File: config.mk
export PLATFORM = sky130hd
export DESIGN_NAME = spike_train_decoder
export DESIGN_NICKNAME = d
export VERILOG_FILES = /design/src/rtl/snn_pkg.sv /design/src/rtl/spike_rec_fifo.sv /design/src/rtl/spike_train_decoder.sv
export SDC_FILE = /design/constraint.sdc
export NUM_CORES = 1
export LEC_CHECK = 0
export BUFFER_PORTS_ARGS = -buffer_cell sky130_fd_sc_hd__buf_2
export CAP_MARGIN = 20
export CORE_MARGIN = 2
export CORE_UTILIZATION = 45
export CTS_BUF_LIST = sky130_fd_sc_hd__clkbuf_4 sky130_fd_sc_hd__clkbuf_8
export CTS_CLUSTER_DIAMETER = 40
export DETAILED_ROUTE_END_ITERATION = 8
export PLACE_DENSITY = 0.66
export SYNTH_ARGS = -nofsm -noshare
export SYNTH_HDL_FRONTEND = slang
export SYNTH_HIERARCHICAL = 1
export SYNTH_SLANG_ARGS = --single-unit
File: constraint.sdc
create_clock -name clk -period 11.6 [get_ports clk]
set_input_delay 1.74 -clock clk [delete_from_list [all_inputs] [get_ports clk]]
set_output_delay 1.74 -clock clk [all_outputs]
set_load 0.02 [all_outputs]
File: src/rtl/snn_pkg.sv
// snn_pkg: shared FSM state, record layout and saturation helper for the spike train decoder.
package snn_pkg;

    localparam int SPIKE_CNT_W = 16;

    typedef enum logic [1:0] {
        IDLE,
        HIGH,
        LOW
    } spike_dec_state_t;

    typedef struct packed {
        logic                   sat;
        logic [SPIKE_CNT_W-1:0] gap;
        logic [SPIKE_CNT_W-1:0] width;
    } spike_rec_t;

    // Largest value representable in a w-bit counter (w <= 32).
    function automatic logic [31:0] sat_max(input int w);
        return 32'((64'd1 << w) - 64'd1);
    endfunction

endpackage

File: src/rtl/spike_rec_fifo.sv
// spike_rec_fifo: synchronous record FIFO with full/empty flags; a push while full is
// accepted when a pop happens in the same cycle.
module spike_rec_fifo
    import snn_pkg::*;
#(
    parameter type rec_t = spike_rec_t,
    parameter int  DEPTH = 8
) (
    input  logic clk,
    input  logic rst,
    input  logic clear,
    input  logic push,
    input  logic pop,
    input  rec_t din,
    output rec_t dout,
    output logic full,
    output logic empty
);
    localparam int AW = $clog2(DEPTH);

    logic [AW:0] wr_q;
    logic [AW:0] rd_q;
    logic        do_push;
    logic        do_pop;
    rec_t        mem [DEPTH];

    assign empty   = wr_q == rd_q;
    assign full    = (wr_q[AW] != rd_q[AW]) && (wr_q[AW-1:0] == rd_q[AW-1:0]);
    assign do_pop  = pop & ~empty;
    assign do_push = push & (~full | do_pop);
    assign dout    = mem[rd_q[AW-1:0]];

    always_ff @(posedge clk or negedge rst) begin
        if (!rst) begin
            wr_q <= '0;
            rd_q <= '0;
        end else if (clear) begin
            wr_q <= '0;
            rd_q <= '0;
        end else begin
            wr_q <= do_push ? wr_q + 1'b1 : wr_q;
            rd_q <= do_pop ? rd_q + 1'b1 : rd_q;
        end
    end

    always_ff @(posedge clk) begin
        if (do_push && !clear) mem[wr_q[AW-1:0]] <= din;
    end

endmodule

File: src/rtl/spike_train_decoder.sv
// spike_train_decoder: turns a sampled spike train into {width, gap, sat} records in a FIFO.
// Define SPIKE_DEC_SYNC_EN to pass spike_in through a 2-flop synchroniser first.
module spike_train_decoder
    import snn_pkg::*;
#(
    parameter int CNT_W      = 16,
    parameter int FIFO_DEPTH = 8
) (
    input  logic             clk,
    input  logic             rst,
    input  logic             spike_in,
    input  logic             en,
    input  logic             clear,
    output logic             rec_valid,
    input  logic             rec_ready,
    output logic [CNT_W-1:0] rec_width,
    output logic [CNT_W-1:0] rec_gap,
    output logic             rec_sat,
    output logic [CNT_W-1:0] spike_count,
    output logic             overflow
);
    typedef struct packed {
        logic             sat;
        logic [CNT_W-1:0] gap;
        logic [CNT_W-1:0] width;
    } dec_rec_t;

    localparam logic [CNT_W-1:0] CNT_MAX = CNT_W'(sat_max(CNT_W));

    spike_dec_state_t state_q, state_d;
    logic [CNT_W-1:0] width_q, width_d;
    logic [CNT_W-1:0] gap_q, gap_d;
    logic             first_q, first_d;
    logic             spike_s;
    logic             push;
    logic             pop;
    logic             full;
    logic             empty;
    logic [CNT_W-1:0] gap_rec;
    dec_rec_t         rec_in;
    dec_rec_t         head;

`ifdef SPIKE_DEC_SYNC_EN
    logic [1:0] sync_q;
    always_ff @(posedge clk or negedge rst) begin
        if (!rst) sync_q <= '0;
        else sync_q <= {sync_q[0], spike_in};
    end
    assign spike_s = sync_q[1];
`else
    assign spike_s = spike_in;
`endif

    always_comb begin
        state_d = state_q;
        width_d = width_q;
        gap_d   = gap_q;
        first_d = first_q;
        push    = 1'b0;
        if (!en) begin
            state_d = IDLE;
            width_d = '0;
            gap_d   = '0;
            first_d = 1'b0;
        end else begin
            case (state_q)
                IDLE: begin
                    gap_d   = '0;
                    width_d = spike_s ? CNT_W'(1) : '0;
                    first_d = spike_s;
                    state_d = spike_s ? HIGH : IDLE;
                end
                HIGH: begin
                    if (spike_s) begin
                        width_d = (width_q == CNT_MAX) ? width_q : width_q + CNT_W'(1);
                    end else begin
                        push    = 1'b1;
                        gap_d   = CNT_W'(1);
                        first_d = 1'b0;
                        state_d = LOW;
                    end
                end
                LOW: begin
                    if (spike_s) begin
                        width_d = CNT_W'(1);
                        state_d = HIGH;
                    end else begin
                        gap_d = (gap_q == CNT_MAX) ? gap_q : gap_q + CNT_W'(1);
                    end
                end
                default: state_d = IDLE;
            endcase
        end
    end

    // The first pulse of a session has no preceding gap to report.
    assign gap_rec = first_q ? '0 : gap_q;
    assign rec_in  = '{sat: (width_q == CNT_MAX) || (gap_rec == CNT_MAX), gap: gap_rec, width: width_q};
    assign pop     = rec_valid & rec_ready;

    always_ff @(posedge clk or negedge rst) begin
        if (!rst) begin
            state_q     <= IDLE;
            width_q     <= '0;
            gap_q       <= '0;
            first_q     <= 1'b0;
            spike_count <= '0;
            overflow    <= 1'b0;
        end else begin
            state_q     <= state_d;
            width_q     <= width_d;
            gap_q       <= gap_d;
            first_q     <= first_d;
            spike_count <= clear ? '0 :
                           (push && spike_count != CNT_MAX) ? spike_count + CNT_W'(1) : spike_count;
            overflow    <= clear ? 1'b0 : overflow | (push & full & ~pop);
        end
    end

    spike_rec_fifo #(
        .rec_t(dec_rec_t),
        .DEPTH(FIFO_DEPTH)
    ) u_fifo (
        .clk  (clk),
        .rst  (rst),
        .clear(clear),
        .push (push & ~clear),
        .pop  (pop),
        .din  (rec_in),
        .dout (head),
        .full (full),
        .empty(empty)
    );

    assign rec_valid = ~empty;
    assign rec_width = rec_valid ? head.width : '0;
    assign rec_gap   = rec_valid ? head.gap : '0;
    assign rec_sat   = rec_valid & head.sat;

endmodule

**Word level (Yosys, flattened, before mapping)**

Memories as Yosys holds them, arrays and structs flattened.
Index checks and enable logic that the tools add are counted.

- Reduce and logical (&&, ||, !) cells: 13
- Eq/ne operators: 17
- Add/subtract/negate cells: 5
- Bitwise operators: 13
- Muxes and demuxes: 34

Operators with widths:

| kind | number |
|---|---|
| $mux W16 | 13 |
| $pmux W16 S3 | 2 |
| $add A16 B1 Y16 const B | 3 |
| $eq A16 B16 Y1 const B | 3 |
| $ne A3 B3 Y1 const B | 6 |
| $mux W4 | 4 |
| $ne A16 B16 Y1 const B | 1 |
| $mux W1 | 10 |
| $add A4 B1 Y4 const B | 2 |
| $reduce_and A4 Y1 | 2 |
| $and A1 B1 Y1 | 7 |
| $mux W2 | 3 |
| $pmux W2 S3 | 1 |
| $reduce_bool A2 Y1 | 3 |
| $eq A4 B4 Y1 | 1 |
| $ne A4 B1 Y1 const B | 1 |
| $not A1 Y1 | 4 |
| $reduce_and A2 Y1 | 2 |
| $eq A3 B3 Y1 | 1 |
| $logic_and A1 B1 Y1 | 3 |
| $ne A3 B1 Y1 const B | 1 |
| $eq A2 B1 Y1 const B | 1 |
| $eq A2 B2 Y1 const B | 1 |
| $logic_not A2 Y1 | 1 |
| 5 further kinds | 6 |

- Register bits after elaboration: 60
- Input port bits: 6
- Memories: 1
- Output and inout bits: 51
- RAM bits: 264

Memory list:

| memory | depth | width | rd ports | clocked after memory_dff | write ports | line | RTL |
|---|---|---|---|---|---|---|---|
| u_fifo.mem | 8 | 33 | 1 | 0 | 1 | spike_rec_fifo.sv:25 | `rec_t mem [DEPTH];` |

**Logic depth before layout (Yosys ltp)**

- Depth after elaboration: 9
- Gate-level depth with buffers: 10
- Gate-level depth less buffers: 8

**Modules after synthesis**

Netlist, hierarchy kept.

By module, submodules not included:

| module | cells an instance | seq. area each (um^2) | area an instance (um^2) | instances |
|---|---|---|---|---|
| spike_rec_fifo | 465 | 8127.8 | 10566.4 | 1 |
| spike_train_decoder | 391 | 1301.2 | 3394.5 | 1 |

**Least setup slack after synthesis**

No wires, ideal clock.

- Kind: input-to-reg
- Start point: input clear
- End point: memory u_fifo/mem[1][0] in the netlist's numbering, enable pin
- Path slack: 6.203 ns
- Setup time: 0.464 ns
- Stages on the path: 6
- Path buffers: 2
- Data arrival time: 4.932 ns
- Cell sequence: clkbuf_1 buf_1 nor2_1 nor2b_1 o211ai_1 nor3_1

- Cells in the longest elaborated chain, start to end: 6
- Elaborated cells on any way between the ends: 7

Ends and longest elaborated chain:

| item | line | RTL |
|---|---|---|
| start, declared | spike_train_decoder.sv:13 | `input logic clear,` |
| $not A1 Y1 | spike_train_decoder.sv:127 | `.push (push & ~clear),` |
| $and A1 B1 Y1 | spike_train_decoder.sv:127 |  |
| $and A1 B1 Y1 | spike_rec_fifo.sv:30 | `assign do_push = push & (~full \| do_pop);` |
| $logic_and A1 B1 Y1 * | spike_rec_fifo.sv:47 | `if (do_push && !clear) mem[wr_q[AW-1:0]] <= din;` |
| $mux W1 * | spike_rec_fifo.sv:47 |  |
| $mux W1 (implied by the code) * | spike_rec_fifo.sv:47 |  |
| end, declared | spike_rec_fifo.sv:25 |  |

Every way passes the cells marked *; elsewhere a longest branch is shown, timed or not.

**Final worst setup path**

- Start point: register u_fifo.rd_q[0]
- End point: output rec_gap[6]

- Cells in the longest elaborated chain, start to end: 2
- Elaborated cells on any way between the ends: 3

Ends and longest elaborated chain:

| item | line | RTL |
|---|---|---|
| start, declared | spike_rec_fifo.sv:22 | `logic [AW:0] rd_q;` |
| start signal, assigned | spike_rec_fifo.sv:42 | `rd_q <= do_pop ? rd_q + 1'b1 : rd_q;` |
| $eq A4 B4 Y1 | spike_rec_fifo.sv:27 | `assign empty = wr_q == rd_q;` |
| net empty | spike_train_decoder.sv:38 | `logic empty;` |
| $mux W16 | spike_train_decoder.sv:137 | `assign rec_gap = rec_valid ? head.gap : '0;` |
| end, declared | spike_train_decoder.sv:17 | `output logic [CNT_W-1:0] rec_gap,` |

The timed path passes the listed nets, and every way through them passes these cells.

==> metrics.csv <==
stage,metric,value,unit
status,run status,completed,
global_routing,global-route wire length before repair,42500,um
logic_synthesis,syn nets,870,
sta,"Hold Vio Cnt, Final",0,
place,I/O Buffers,56,
logic_synthesis,Post-synth ARST share,18.5,%
layout,area of the multi-input gates,0.00430,mm^2
die,initial core utilization,45.6,%
routing,First-pass DRT Iterations,7,
setup_path,Required @ worst endpoint,9.86,ns
place,post-DP HPWL,15700,um
global_routing,met3 usage,2.93,%
sta,unrepaired setup endpoints after global routing,false,
sta,Fmax,185,MHz
layout,layout cell share with drive strength beyond 1,28.9,%
logic_synthesis,Post-Syn Area per Cell,16.3,um^2
layout,Nets,950,
die,boundary pin count,57,
sta,minimum clock period,5.40,ns
sta,Tcrit/Tclk final,46.6,%
place,Cell Count Post-Placement,1274,
routing,DR vias/cell,5.62,
layout,most frequent cells in the layout,"edfxtp_1 (264), mux4_2 (66), dfrtp_1 (57), buf_2 (56)",
clocking,clk slew on worst S/H paths,0.06,ns
sta,Relative slew margins,29.3,%
logic_synthesis,Syn Inst Count,856,
setup_path,Crit. End Element,primary output,
clocking,H-Tree Depth,2,
clocking,post_cts resized,0,
logic_synthesis,sequential area share after synthesis,67.5,%
logic_synthesis,Post-Syn Area,0.0140,mm^2
setup_path,Critical Path Max Stage Delay,0.84,ns
sta,worst-margin pin slew,1.06,ns
routing,DR iter-0 viols,606,
setup_path,worst-path fanout max,50,
setup_path,CP Class,reg -> out,
power_and_ir_drop,PwrDens,144,mW/mm^2
global_routing,Total Routing Usage GR,16.7,%
global_routing,layer with the highest usage,met2,
logic_synthesis,Unique masters post-synth,69,
clocking,hold buffer count at CTS,0,
die,die area,0.0324,mm^2
sta,max-slew violations,0,
clocking,clk sinks,324,
sta,clk_skew,0.0346,ns
layout,antenna diode count,0,
layout,area growth from synthesis to layout,13.3,%
layout,register cell area after layout,0.00944,mm^2
worst_hold_path,worst hold path class,reg -> reg,
layout,Non-Filler Instances,1375,
setup_path,Crit path max-delay family,buffers and inverters,
layout,filler instances,2450,
clocking,"Clk Latency, worst-skew pair",0.59,ns
setup_path,critical path buffer and inverter count,2,
logic_synthesis,"flops & latches, synth",324,
setup_path,critical path startpoint category,flop,
global_routing,vias in the first global route,7684,
setup_path,worst-path cell chain,buf_4 > xnor2_1 > nand3_1 > nor2_4 > nor2b_1 > buf_2,
sta,Final setup viols,0,
routing,post-route ant nets,0,
clocking,Root Buffer,clkbuf_8,
routing,via count,7726,
global_routing,grt met1 use,23.3,%
global_routing,largest net degree at the start of global routing,70,
setup_path,WP data arrival,3.66,ns
global_routing,met2 Resource Use GR,26.9,%
routing,Remaining DRCs,0,
die,row cnt,64,
setup_path,critical path's slowest cell,buf_4,
clocking,Post-CTS Setup Bufs,0,
die,die height,180,um
clocking,TritonCTS buffer count,52,
clocking,CTS tree,built,
global_routing,antenna violations before repair,0,
layout,"most common cell after layout, fill and taps aside",edfxtp_1,
power_and_ir_drop,worst vdd ir,0.126,mV
die,CORE AREA,0.0306,mm^2
logic_synthesis,number of enable flip-flop cells after synthesis,264,
sta,total negative setup slack,0,ns
place,Final GP Congestion,0.792,
routing,Routed WL per cell,19.9,um
die,DIE WIDTH,180,um
run,MaxCap Viol Count,0,
logic_synthesis,synth warn,6,
global_routing,GR Overflow Total,0,
routing,Routed WL,27400,um
clocking,Max clock buf depth,3,
power_and_ir_drop,P_leak,5.50,nW
logic_synthesis,ys flop type,edfxtp_1,
-- metal layers --
metal / wire (um) / share of wire [%]
met1: 12400 / 45
met2: 12900 / 47
met3: 1490 / 5.4
met4: 674 / 2.5
met5: 0 / 0
-- worst min-delay path, cell delays in order (launching register included) --
cell and delay (ns):
dfrtp_1 0.35, nor2_1 0.05, nor2_1 0.08
-- metrics by stage --
step           area [um^2]  worst slack [ns]  utilization [%]  hold WS, ns  total power, mW
2_1_floorplan        14000              6.20                -        0.463             1.30
3_3_place_gp         14600              6.74             47.8        0.482             1.32
3_5_place_dp         14600              6.64             47.8        0.494             1.32
4_1_cts              15700              6.01             51.4        0.511             2.31
5_1_grt              15800              5.76             51.7        0.542             2.37
6_report             15800              6.20             51.7        0.510             2.28
-- final timing paths --
kind                       slack, ns                     endpoint                        from  cells past startpoint
hold reg to reg                 0.51           overflow$_DFF_PN0_          overflow$_DFF_PN0_                      2
hold / removal                  0.51           overflow$_DFF_PN0_          overflow$_DFF_PN0_                      2
setup reg to reg                6.80  u_fifo/mem[3][28]$_DFFE_PP_  u_fifo/rd_q[0]$_DFFE_PN0P_                      8
max in group asynchronous       9.68   u_fifo/rd_q[0]$_DFFE_PN0P_                         rst                      2
min in group asynchronous       1.34         gap_q[8]$_DFFE_PN0P_                         rst                      2
setup / recovery                6.20                   rec_gap[6]  u_fifo/rd_q[0]$_DFFE_PN0P_                      6
-- power breakdown --
| part | internal [mW] | switching (mW) |
|---|---|---|
| logic | 0.0126 | 0.0264 |
| registers | 1.25 | 0.00671 |
| clock network | 0.547 | 0.443 |
-- logic make-up after synthesis --
kind of cell    after synthesis  synth area share (%)
buf+inv                      59                  2.13
flops                       324                  67.5
compound gates              105                  5.15
fa+ha+maj                     8                 0.717
mux                         105                  13.8
xor+xnor                     17                  1.12
simple gates                238                  9.58
-- state kept, by name, indices dropped and copies added (netlist names) --
name / count
u_fifo/rd_q: 4
state_q: 2
u_fifo/wr_q: 4
width_q: 16
u_fifo/mem: 264
spike_count: 16
overflow: 1
first_q: 1
gap_q: 16
-- Yosys cell counts (all sizes together) (2+ instances only) --
| cell | count | share of area (%) |
|---|---|---|
| a211o | 3 | 0.19 |
| a211oi | 2 | 0.11 |
| a21boi | 2 | 0.11 |
| a21o | 2 | 0.11 |
| a21oi | 16 | 0.57 |
| a31o | 2 | 0.13 |
| a31oi | 16 | 0.76 |
| a41oi | 6 | 0.38 |
| and2 | 4 | 0.20 |
| and3 | 8 | 0.36 |
| and3b | 2 | 0.13 |
| and4 | 2 | 0.13 |
| buf | 24 | 1.2 |
| clkbuf | 18 | 0.48 |
| dfrtp | 60 | 11 |
| edfxtp | 264 | 57 |
| ha | 8 | 0.72 |
| inv | 17 | 0.46 |
| mux2 | 35 | 2.8 |
| mux2i | 4 | 0.29 |
| mux4 | 66 | 11 |
| nand2 | 36 | 0.97 |
| nand2b | 4 | 0.18 |
| nand3 | 33 | 1.2 |
| nand3b | 2 | 0.11 |
| nand4 | 11 | 0.67 |
| nor2 | 49 | 1.4 |
| nor2b | 52 | 2.3 |
| nor3 | 13 | 0.62 |
| nor3b | 4 | 0.22 |
| nor4 | 7 | 0.36 |
| nor4b | 3 | 0.28 |
| o211ai | 4 | 0.22 |
| o21ai | 28 | 1.0 |
| o22a | 2 | 0.13 |
| o311ai | 3 | 0.19 |
| o31ai | 11 | 0.59 |
| o41ai | 3 | 0.24 |
| or3 | 5 | 0.22 |
| xnor2 | 15 | 0.99 |
| xor2 | 2 | 0.13 |
-- layout make-up --
| class | instances | share of cell area, % |
|---|---|---|
| Sequential cell | 324 | 59.6 |
| Multi-Input combinational cell | 473 | 27.2 |
| Clock buffer | 69 | 5.33 |
| Tap cell | 396 | 3.13 |
| Timing Repair Buffer | 68 | 2.85 |
| Clock inverter | 28 | 1.48 |
| Inverter | 17 | 0.403 |
Note: power is estimated with default switching activity, not from simulation.
